<file path="config.mk">
export PLATFORM = sky130hd
export DESIGN_NAME = volume_integrator_multi
export DESIGN_NICKNAME = d
export VERILOG_FILES = /design/src/rtl/volume_integrator_multi.sv
export SDC_FILE = /design/constraint.sdc
export NUM_CORES = 1
export LEC_CHECK = 0
export CORE_UTILIZATION = 58
export CTS_CLUSTER_DIAMETER = 150
export DETAILED_ROUTE_END_ITERATION = 6
export GPL_TIMING_DRIVEN = 0
export PLACE_DENSITY_LB_ADDON = 0.25
export SLEW_MARGIN = 20
export SYNTH_ARGS = -nofsm -noshare
export SYNTH_HDL_FRONTEND = slang
export SYNTH_SLANG_ARGS = --single-unit
</file>
<file path="constraint.sdc">
create_clock -name clk -period 5.1 [get_ports clk]
set_input_delay 1.53 -clock clk [delete_from_list [all_inputs] [get_ports clk]]
set_output_delay 1.53 -clock clk [all_outputs]
set_load 0.02 [all_outputs]
</file>
<file path="src/rtl/volume_integrator_multi.sv">
// Multi-channel sliding-window integrator: per-channel running sum and average of the last 2^WINDOW_LOG2 samples.
// Define VOLUME_INTEGRATOR_PEAK_EN to add per-channel peak tracking of the average (peak_avg_o, peak_clear_i).
module volume_integrator_multi #(
  parameter int unsigned CHANNELS    = 4,
  parameter int unsigned DATA_W      = 8,
  parameter int unsigned WINDOW_LOG2 = 4,
  localparam int unsigned CH_W       = (CHANNELS > 1) ? $clog2(CHANNELS) : 1,
  localparam int unsigned SUM_W      = DATA_W + WINDOW_LOG2
) (
  input  logic              clk,
  input  logic              rst_n,
  input  logic              in_valid_i,
  output logic              in_ready_o,
  input  logic [CH_W-1:0]   in_chan_i,
  input  logic [DATA_W-1:0] in_data_i,
  input  logic              clear_i,
  output logic              out_valid_o,
  output logic [CH_W-1:0]   out_chan_o,
  output logic [SUM_W-1:0]  out_sum_o,
  output logic [DATA_W-1:0] out_avg_o,
  output logic              out_full_o,
  output logic              drop_err_o
`ifdef VOLUME_INTEGRATOR_PEAK_EN
  ,
  input  logic              peak_clear_i,
  output logic [DATA_W-1:0] peak_avg_o
`endif
);

  localparam int unsigned WINDOW = 1 << WINDOW_LOG2;
  localparam int unsigned PTR_W  = WINDOW_LOG2;
  localparam int unsigned FILL_W = WINDOW_LOG2 + 1;

  typedef enum logic {
    ST_CLEAR = 1'b0,
    ST_RUN   = 1'b1
  } state_e;

  state_e            state_q, state_d;
  logic [PTR_W-1:0]  k_q, k_d;
  logic              ready_q, ready_d;
  logic [PTR_W-1:0]  ptr_q  [CHANNELS];
  logic [PTR_W-1:0]  ptr_d  [CHANNELS];
  logic [FILL_W-1:0] fill_q [CHANNELS];
  logic [FILL_W-1:0] fill_d [CHANNELS];
  logic [SUM_W-1:0]  sum_q  [CHANNELS];
  logic [SUM_W-1:0]  sum_d  [CHANNELS];
  logic [DATA_W-1:0] win_q  [CHANNELS][WINDOW];

  logic              out_valid_q, out_valid_d;
  logic [CH_W-1:0]   out_chan_q, out_chan_d;
  logic [SUM_W-1:0]  out_sum_q, out_sum_d;
  logic [DATA_W-1:0] out_avg_q, out_avg_d;
  logic              out_full_q, out_full_d;
  logic              drop_err_q, drop_err_d;

`ifdef VOLUME_INTEGRATOR_PEAK_EN
  logic [DATA_W-1:0] peak_q [CHANNELS];
  logic [DATA_W-1:0] peak_d [CHANNELS];
  logic [DATA_W-1:0] peak_avg_q, peak_avg_d;
`endif

  logic              chan_ok;
  logic [CH_W-1:0]   chan_idx;
  logic              accept;
  logic              win_we;
  logic [DATA_W-1:0] old_smp;
  logic [SUM_W-1:0]  new_sum;
  logic [FILL_W-1:0] new_fill;
  logic [DATA_W-1:0] new_avg;

  // Out-of-range channels are steered to bank 0 for the read path and never written.
  assign chan_ok  = ({1'b0, in_chan_i} < (CH_W + 1)'(CHANNELS));
  assign chan_idx = chan_ok ? in_chan_i : '0;
  assign accept   = in_valid_i & ready_q & ~clear_i;
  assign old_smp  = win_q[chan_idx][ptr_q[chan_idx]];
  // The evicted sample is always part of sum_q, so modular arithmetic yields the exact result.
  assign new_sum  = sum_q[chan_idx] + SUM_W'(in_data_i) - SUM_W'(old_smp);
  assign new_fill = (fill_q[chan_idx] == FILL_W'(WINDOW)) ? fill_q[chan_idx]
                                                          : fill_q[chan_idx] + 1'b1;
  assign new_avg  = DATA_W'(new_sum >> WINDOW_LOG2);

  // Next-state and output logic.
  always_comb begin
    state_d     = state_q;
    k_d         = k_q;
    ready_d     = ready_q;
    ptr_d       = ptr_q;
    fill_d      = fill_q;
    sum_d       = sum_q;
    out_valid_d = 1'b0;
    out_chan_d  = out_chan_q;
    out_sum_d   = out_sum_q;
    out_avg_d   = out_avg_q;
    out_full_d  = out_full_q;
    drop_err_d  = drop_err_q;
    win_we      = 1'b0;
`ifdef VOLUME_INTEGRATOR_PEAK_EN
    peak_d      = peak_q;
    peak_avg_d  = peak_avg_q;
`endif

    case (state_q)
      ST_CLEAR: begin
        if (k_q == PTR_W'(WINDOW - 1)) begin
          state_d = ST_RUN;
          ready_d = 1'b1;
          k_d     = '0;
        end else begin
          k_d = k_q + 1'b1;
        end
      end
      ST_RUN: begin
        if (accept) begin
          if (chan_ok) begin
            win_we             = 1'b1;
            ptr_d[chan_idx]    = ptr_q[chan_idx] + 1'b1;
            fill_d[chan_idx]   = new_fill;
            sum_d[chan_idx]    = new_sum;
            out_valid_d        = 1'b1;
            out_chan_d         = chan_idx;
            out_sum_d          = new_sum;
            out_avg_d          = new_avg;
            out_full_d         = (new_fill == FILL_W'(WINDOW));
          end else begin
            drop_err_d = 1'b1;
          end
        end
      end
      default: begin
        state_d = ST_CLEAR;
        ready_d = 1'b0;
      end
    endcase

    if (clear_i) begin
      state_d    = ST_CLEAR;
      k_d        = '0;
      ready_d    = 1'b0;
      drop_err_d = 1'b0;
      for (int c = 0; c < CHANNELS; c++) begin
        ptr_d[c]  = '0;
        fill_d[c] = '0;
        sum_d[c]  = '0;
      end
    end

`ifdef VOLUME_INTEGRATOR_PEAK_EN
    if (out_valid_d && (new_avg > peak_q[chan_idx])) begin
      peak_d[chan_idx] = new_avg;
    end
    if (clear_i || peak_clear_i) begin
      for (int c = 0; c < CHANNELS; c++) begin
        peak_d[c] = '0;
      end
    end
    peak_avg_d = peak_d[out_chan_d];
`endif
  end

  // State and output registers.
  always_ff @(posedge clk or negedge rst_n) begin
    if (!rst_n) begin
      state_q     <= ST_CLEAR;
      k_q         <= '0;
      ready_q     <= 1'b0;
      out_valid_q <= 1'b0;
      out_chan_q  <= '0;
      out_sum_q   <= '0;
      out_avg_q   <= '0;
      out_full_q  <= 1'b0;
      drop_err_q  <= 1'b0;
      for (int c = 0; c < CHANNELS; c++) begin
        ptr_q[c]  <= '0;
        fill_q[c] <= '0;
        sum_q[c]  <= '0;
      end
`ifdef VOLUME_INTEGRATOR_PEAK_EN
      peak_avg_q <= '0;
      for (int c = 0; c < CHANNELS; c++) begin
        peak_q[c] <= '0;
      end
`endif
    end else begin
      state_q     <= state_d;
      k_q         <= k_d;
      ready_q     <= ready_d;
      out_valid_q <= out_valid_d;
      out_chan_q  <= out_chan_d;
      out_sum_q   <= out_sum_d;
      out_avg_q   <= out_avg_d;
      out_full_q  <= out_full_d;
      drop_err_q  <= drop_err_d;
      ptr_q       <= ptr_d;
      fill_q      <= fill_d;
      sum_q       <= sum_d;
`ifdef VOLUME_INTEGRATOR_PEAK_EN
      peak_avg_q  <= peak_avg_d;
      peak_q      <= peak_d;
`endif
    end
  end

  // Sample windows: zero sweep of row k while clearing, otherwise the accepted sample.
  always_ff @(posedge clk) begin
    for (int c = 0; c < CHANNELS; c++) begin
      if (state_q == ST_CLEAR) begin
        win_q[c][k_q] <= '0;
      end else if (win_we && (chan_idx == CH_W'(c))) begin
        win_q[c][ptr_q[c]] <= in_data_i;
      end
    end
  end

  assign in_ready_o  = ready_q;
  assign out_valid_o = out_valid_q;
  assign out_chan_o  = out_chan_q;
  assign out_sum_o   = out_sum_q;
  assign out_avg_o   = out_avg_q;
  assign out_full_o  = out_full_q;
  assign drop_err_o  = drop_err_q;
`ifdef VOLUME_INTEGRATOR_PEAK_EN
  assign peak_avg_o  = peak_avg_q;
`endif

endmodule

</file>
==> impl_metrics.csv, run 1 <==
group,metric,value,unit
logic_synthesis,syn-instance-count,2141,
drt,firstDrtPassIters,6,
logic_synthesis,synthTopCellsByArea,"edfxtp_1 53%, mux4_2 12%, dfrtp_1 9.1%",
global_route,grt_pass1_wl,144,mm
place,portBuffers,36,
global_route,track_usage,0.407,
clock_tree,clk_pin_slew_worst_paths,60,ps
drt,drt_iter0_markers,3964,
sta,setup_viol_count_final,22,
clock_tree,cts_buffers,61,
logic_synthesis,yosys.area.top_type,"edfxtp_1",
outcome,violations,"negative setup slack",
sta,period_share,1.03,
final_layout,layout.nets,2300,
logic_synthesis,ys_seq_area_frac,0.619,
logic_synthesis,yosys.area_share.simple,0.125,
final_layout,n_fill_cell,3525,
pwr,max-vdd-ir-drop,312,uV
setup_path,critPathTopFamily,"multiplexers",
floorplanning,rows,81,
place,place_congestion,1.09,
setup_path,r2r_end,"out_sum_o[10]",
global_route,grt_pass1_vias,20843,
logic_synthesis,ys_warn_count,0,
final_layout,drive_above_1_share,0.218,
pwr,power_density,333,nW/um^2
flow_run,maxCapViolations,0,
logic_synthesis,async_reset_ff_frac,0.172,
logic_synthesis,synth_xor_area_frac,0.00387,
setup_path,startpoint_type,"primary input",
logic_synthesis,synth_flop_cell,"edfxtp_1",
place,place_inst,2842,
logic_synthesis,syn_nets,2182,
final_layout,antenna_cells,0,
sta,worst_slack,-128,ps
floorplanning,die_y,226,um
sta,finalHoldViolations,0,
setup_path,timing.critical_path.to,"out_sum_o[10]",
clock_tree,cts_root_buf,"clkbuf_16",
pwr,power.leakage,11.0,nW
global_route,grt_max_degree,64,
setup_path,worstRegToRegCells,16,
final_layout,multiInputGateArea,10500,um^2
drt,routed_wl,102,mm
setup_path,ff2ff_setup_slack,340,ps
sta,clock_skew,41.0,ps
setup_path,critPathMostFrequentCell,"buf_12",
setup_path,cp.required,5630,ps
final_layout,area_growth,15.1,%
setup_path,cp-end-kind,"register",
drt,via_per_inst,7.28,
place,pre_cts_ws,-1780,ps
clock_tree,cts_tree,"done",
setup_path,critPathMaxFanout,10,
sta,rsz0062_at_grt,"yes",
setup_path,timing.rr.start,"ptr_q[5]",
logic_synthesis,synthMuxAreaShare,0.140,
floorplanning,io_pins,40,
min_path,hold_depth,2,
floorplanning,start_util,0.591,
clock_tree,ctsHoldBuffers,0,
drt,post-route-drc-count,0,
logic_synthesis,ys_types,63,
setup_path,crit_cells,16,
setup_path,cpPeakStageDelay,670,ps
floorplanning,core,49300,um^2
clock_tree,cts_max_level,2,
clock_tree,numClockSinks,618,
global_route,overflow,0,
global_route,antenna_found_initial,1,
setup_path,cp_slowest_cell,"mux4_2",
min_path,min_path_type,"reg2reg",
sta,worst_slew_pin_slew,1300,ps
logic_synthesis,synth_compound_area_frac,0.0519,
logic_synthesis,synth_fa_ha_area_frac,0.0137,
clock_tree,clock_latency,670,ps
sta,timing.hold.ws,477,ps
logic_synthesis,synth_top_family_by_area,"multiplexers",
setup_path,path_buf_inv,5,
logic_synthesis,synth_edf_count,512,
final_layout,final_cells,2975,
sta,fmax,191,MHz
setup_path,cp-startpoint,"in_chan_i[0]",
logic_synthesis,avgSynthCellArea,13.6,um^2
logic_synthesis,synth_area,29100,um^2
final_layout,seq_area,18000,um^2
drt,ant_nets,0,
sta,slew_violations,0,
logic_synthesis,synth_top_area_frac,0.528,
drt,wl_per_cell,34.3,um
floorplanning,dieArea,51100,um^2
drt,vias,21661,
clock_tree,clock_path_buffers,3,
setup_path,crit_type,"in2reg",
outcome,outcome,"complete, but fails checks",
setup_path,crit_chain,"buf_12, mux4_2, buf_12, buf_4, mux2_2, a21oi_2, o221ai_2, fa_1, inv_1, ha_4, o2111ai_4, and4b_1, a2111oi_4, o311ai_4, buf_12, mux2_4",
setup_path,crit_arrival,5750,ps
place,dp.final_hpwl,70.0,mm
logic_synthesis,ys_ff_latch,618,
sta,slew_headroom,0.135,
pwr,finalPower,11.2,mW
floorplanning,fp.dieW,226,um
sta,fin_crit,5230,ps
## final cells by class
class | instances | area share
clock inverters | 34 | 0.00825
plain buffers | 235 | 0.0421
inverters | 64 | 0.00717
repair buffers | 58 | 0.0184
clock buffers | 81 | 0.0487
multi-input cells | 1221 | 0.313
well taps | 664 | 0.0248
flip-flops and latches | 618 | 0.538
## synth_stat cells (12+ instances only)
master,number
a21o_1,17
a21oi_1,35
a22o_1,44
buf_2,54
buf_4,21
clkbuf_1,144
dfrtp_1,106
edfxtp_1,512
ha_1,19
inv_1,47
mux2_2,19
mux2i_1,50
mux4_2,149
nand2_1,112
nand3_1,14
nor2_1,159
nor3_1,325
nor4_1,68
nor4_2,12
o21ai_0,66
o31ai_1,16
## through the flow
step	instance area [um^2]	TNS (ps)	util
after global placement	30500	-207330	0.620
after CTS	33100	0	0.672
final	33500	-1180	0.680
after global routing	33500	-2590	0.680
after detailed placement	30600	-77510	0.621
after floorplan	29300	-636	-
## logic make-up (layout without fill, tap and decap cells)
logic type                 after synthesis  after routing
and+or+nand+nor                        739            739
DFF                                    618            618
buffers and inverters                  302            472
AOI/OAI and AO/OA                      224            224
muxes                                  218            218
adders and majority gates               27             27
xor gates and xnor gates                12             12
other                                    1              1
## routing by layer
layer	vias up	track usage	share of wire
met1	10707	0.547	0.34
met5	-	0	0.00011
met2	2094	0.588	0.43
met4	2	0.213	0.068
li1	8409	-	-
met3	449	0.140	0.16
## report_power, final
group          leakage, nW  switching, mW  internal [mW]
logic                 3.98          0.765          0.426
clock network        0.917           2.02           2.40
registers             6.07         0.0315           5.51
total                 11.0           2.81           8.34
## worst min-delay path, cell delays in order, from the launching register on
cell and delay [ps]:
dfrtp_1 340, nand2_1 50, nand2_1 50
## what timing repair did
action	in CTS	in global routing
buffers inserted	9	12
pin swaps	14	39
gates resized for setup	106	56
endpoints found under the setup margin	55	39
cloned	1	0
## flip-flops by register name, summed over array words and instances (netlist names)
signal	count
out_full_o	1
ptr_q	16
k_q	4
state_q	1
win_q	512
sum_q	48
out_valid_o	1
fill_q	20
out_sum_o	12
in_ready_o	1
out_chan_o	2
## how the worst min path moves through the flow
stage                        startpoint       endpoint
final                     out_chan_o[0]  out_chan_o[0]
after global routing         fill_q[18]     fill_q[18]
after CTS                     sum_q[20]      sum_q[20]
after detailed placement      sum_q[20]      sum_q[20]
after global placement         sum_q[6]       sum_q[6]
after floorplan               sum_q[18]      sum_q[18]
## placed cells by master, fill, tap and decap left out, types with 7 or more instances in the layout
master / count
buf_2: 29
inv_2: 7
clkbuf_16: 61
buf_8: 9
nand2_2: 10
buf_4: 42
clkbuf_1: 144
nand2_1: 101
nor4_1: 68
dfrtp_1: 106
mux4_2: 149
nor2_1: 159
nor4_2: 12
clkdlybuf4s50_1: 35
a22o_1: 44
clkinv_2: 9
clkinv_1: 23
nor3_1: 321
buf_1: 9
buf_12: 11
o21ai_1: 45
nand2b_1: 11
a21oi_2: 12
inv_1: 46
o21ai_0: 27
mux2_2: 15
ha_1: 13
a21oi_1: 19
clkbuf_2: 15
mux2i_1: 35
edfxtp_1: 512
or3_1: 7
mux2i_2: 10
nand3_1: 14
o31ai_2: 14
buf_6: 8
a21o_1: 17
No activity file was read; power rests on OpenSTA's default activity.
==> run 2: changes to the inputs <==
--- a/config.mk
+++ b/config.mk
@@ -5,11 +5,14 @@
 export SDC_FILE = /design/constraint.sdc
 export NUM_CORES = 1
 export LEC_CHECK = 0
+export CAP_MARGIN = 30
 export CORE_UTILIZATION = 58
 export CTS_CLUSTER_DIAMETER = 150
 export DETAILED_ROUTE_END_ITERATION = 6
+export DONT_BUFFER_PORTS = 1
 export GPL_TIMING_DRIVEN = 0
 export PLACE_DENSITY_LB_ADDON = 0.25
+export SETUP_SLACK_MARGIN = 0.05
 export SLEW_MARGIN = 20
 export SYNTH_ARGS = -nofsm -noshare
 export SYNTH_HDL_FRONTEND = slang
==> run 2 against run 1 <==
Net effect:
- the flow still finishes with violations (negative setup slack)
- count of clock-buffer cells in the layout fell by 2
- clock power rose by 4.8%
- register-to-register slack got worse by 170 ps
- sequential share of layout area fell by 0.92 points
- combinational power rose by 6%
- die area did not move
- global-route usage rose by 0.94 points
- fmax rose by 1.2%
- largest cell class unchanged
==> impl_metrics.csv, run 2 (synthesis results as in run 1) <==
group,metric,value,unit
setup_path,cp-end-kind,"register",
drt,routed_wl,104,mm
final_layout,multiInputGateArea,10600,um^2
min_path,worstHoldEndpoint,"sum_q[44]",
setup_path,critPathMaxFanout,7,
pwr,power_density,335,nW/um^2
place,dp.final_hpwl,72.7,mm
global_route,grt_pass1_wl,147,mm
final_layout,final_common_cell,"edfxtp_1",
sta,rsz0062_at_grt,"yes",
final_layout,final_cell_area,34100,um^2
global_route,grt_pass1_vias,21091,
outcome,violations,"negative setup slack",
final_layout,seq_area,18000,um^2
min_path,hold_depth,2,
outcome,outcome,"complete, but fails checks",
final_layout,final_cells,2997,
final_layout,drive_above_1_share,0.245,
floorplanning,start_util,0.591,
clock_tree,numClockSinks,618,
clock_tree,cts_tree,"done",
global_route,grt_max_degree,107,
setup_path,ff2ff_setup_slack,170,ps
drt,drt_iter0_markers,3783,
min_path,min_path_type,"reg2reg",
clock_tree,clk_pin_slew_worst_paths,60,ps
place,place_inst,2830,
setup_path,crit_arrival,5680,ps
setup_path,worstRegToRegCells,18,
drt,firstDrtPassIters,6,
clock_tree,ctsHoldBuffers,0,
final_layout,n_fill_cell,3408,
flow_run,maxCapViolations,0,
setup_path,startpoint_type,"primary input",
final_layout,mostFrequentLayoutCells,"512 x edfxtp_1, 321 x nor3_1, 158 x nor2_1, 152 x clkbuf_1, 149 x mux4_2",
clock_tree,cts_root_buf,"clkbuf_16",
sta,finalHoldViolations,0,
sta,worst_slew_pin_slew,1190,ps
sta,period_share,1.01,
sta,clock_skew,25.1,ps
clock_tree,clock_latency,650,ps
drt,wl_met2,44.8,mm
place,portBuffers,0,
floorplanning,core,49300,um^2
sta,timing.hold.ws,483,ps
drt,drt-met1-wl,35.2,mm
final_layout,area_growth,17.1,%
drt,vias,21690,
pwr,power.leakage,11.2,nW
global_route,track_usage,0.416,
global_route,antenna_found_initial,3,
clock_tree,cts_buffers,60,
sta,slew_violations,0,
drt,ant_nets,0,
setup_path,r2r_end,"out_sum_o[10]",
sta,slew_headroom,0.208,
drt,post-route-drc-count,0,
final_layout,largest_reg_flops,512,
sta,fmax,194,MHz
sta,worst_slack,-66.3,ps
drt,wl_per_cell,34.8,um
final_layout,largest_register,"win_q",
drt,via_per_inst,7.24,
clock_tree,clock_path_buffers,3,
floorplanning,rows,81,
floorplanning,dieArea,51100,um^2
pwr,finalPower,11.4,mW
place,postPlaceCellArea,30500,um^2
floorplanning,die_y,226,um
clock_tree,cts_max_level,2,
drt,routed.top_layer,"met5",
setup_path,crit_type,"in2reg",
setup_path,cp.required,5620,ps
final_layout,top_regs,"win_q: 512 flops, sum_q: 48 flops, fill_q: 20 flops",
final_layout,fin_util,0.692,
pwr,max-vdd-ir-drop,314,uV
floorplanning,io_pins,40,
setup_path,timing.rr.start,"ptr_q[8]",
place,place_congestion,1.02,
sta,fin_crit,5170,ps
drt,wl_met3,17.4,mm
min_path,hp-start,"sum_q[44]",
sta,setup_viol_count_final,9,
final_layout,layout.nets,2323,
global_route,overflow,0,
floorplanning,fp.dieW,226,um
-- run 2: cell count changes in the layout (fill, tap and decap cells not counted), sizes merged --
cell and change:
buf +57, clkdlybuf4s50 -35, clkinv -8, bufinv +5, clkdlybuf4s15 -2, diode +2
bufbuf +1, clkbuf +1, inv +1
-- run 2: critical path, stage by stage --
cell	delay [ps]
buf_16	120
buf_16	180
buf_12	170
buf_12	110
mux4_2	550
mux2i_4	220
a22oi_1	140
nand2_1	180
a21o_1	170
o221ai_4	150
fa_1	510
inv_1	70
ha_4	310
o2111ai_4	150
and4b_1	250
a2111oi_4	270
o311ai_4	180
buf_6	160
mux2_4	250
-- run 2: layout make-up --
type / count / area share
inverters: 64 / 0.00712
well taps: 664 / 0.0244
clock buffers: 79 / 0.0480
multi-input cells: 1221 / 0.312
diodes: 2 / 0.000147
flip-flops and latches: 618 / 0.529
clock inverters: 32 / 0.0110
repair buffers: 79 / 0.0260
plain buffers: 238 / 0.0422
-- run 2: per-stage QoR --
stage | setup TNS [ps] | worst slack, ps
2_1_floorplan | -636 | -135
3_3_place_gp | -93350 | -1960
3_5_place_dp | -93550 | -2040
4_1_cts | 0 | 12.3
5_1_grt | -1790 | -177
6_report | -232 | -66.3
-- run 2: power by group --
group / internal [mW] / leakage [nW] / switching [mW]
registers: 5.51 / 6.07 / 0.0333
clock network: 2.66 / 0.972 / 1.97
logic: 0.483 / 4.21 / 0.779
-- run 2: repair_timing --
item,in CTS,in global routing
endpoints found under the setup margin,55,40
resized for setup,152,61
buffers inserted,20,22
cloned,5,0
pin swaps,15,48
-- run 2: how the worst max path moves through the flow --
stage	from	to	slack (ps)	depth (start not counted)
after floorplan	in_chan_i[0]	out_sum_o[10]	-140	16
after global placement	in_chan_i[1]	out_sum_o[8]	-1960	19
after detailed placement	in_chan_i[1]	sum_q[44]	-2040	19
after CTS	in_chan_i[0]	out_sum_o[10]	10	21
after global routing	in_chan_i[0]	out_sum_o[10]	-180	21
final	in_chan_i[0]	out_sum_o[10]	-70	19
-- run 2: routing by layer --
metal,vias to the layer above,GRT usage
li1,8454,-
met4,3,0.240
met2,2026,0.587
met3,423,0.162
met5,-,0.0127
met1,10784,0.549
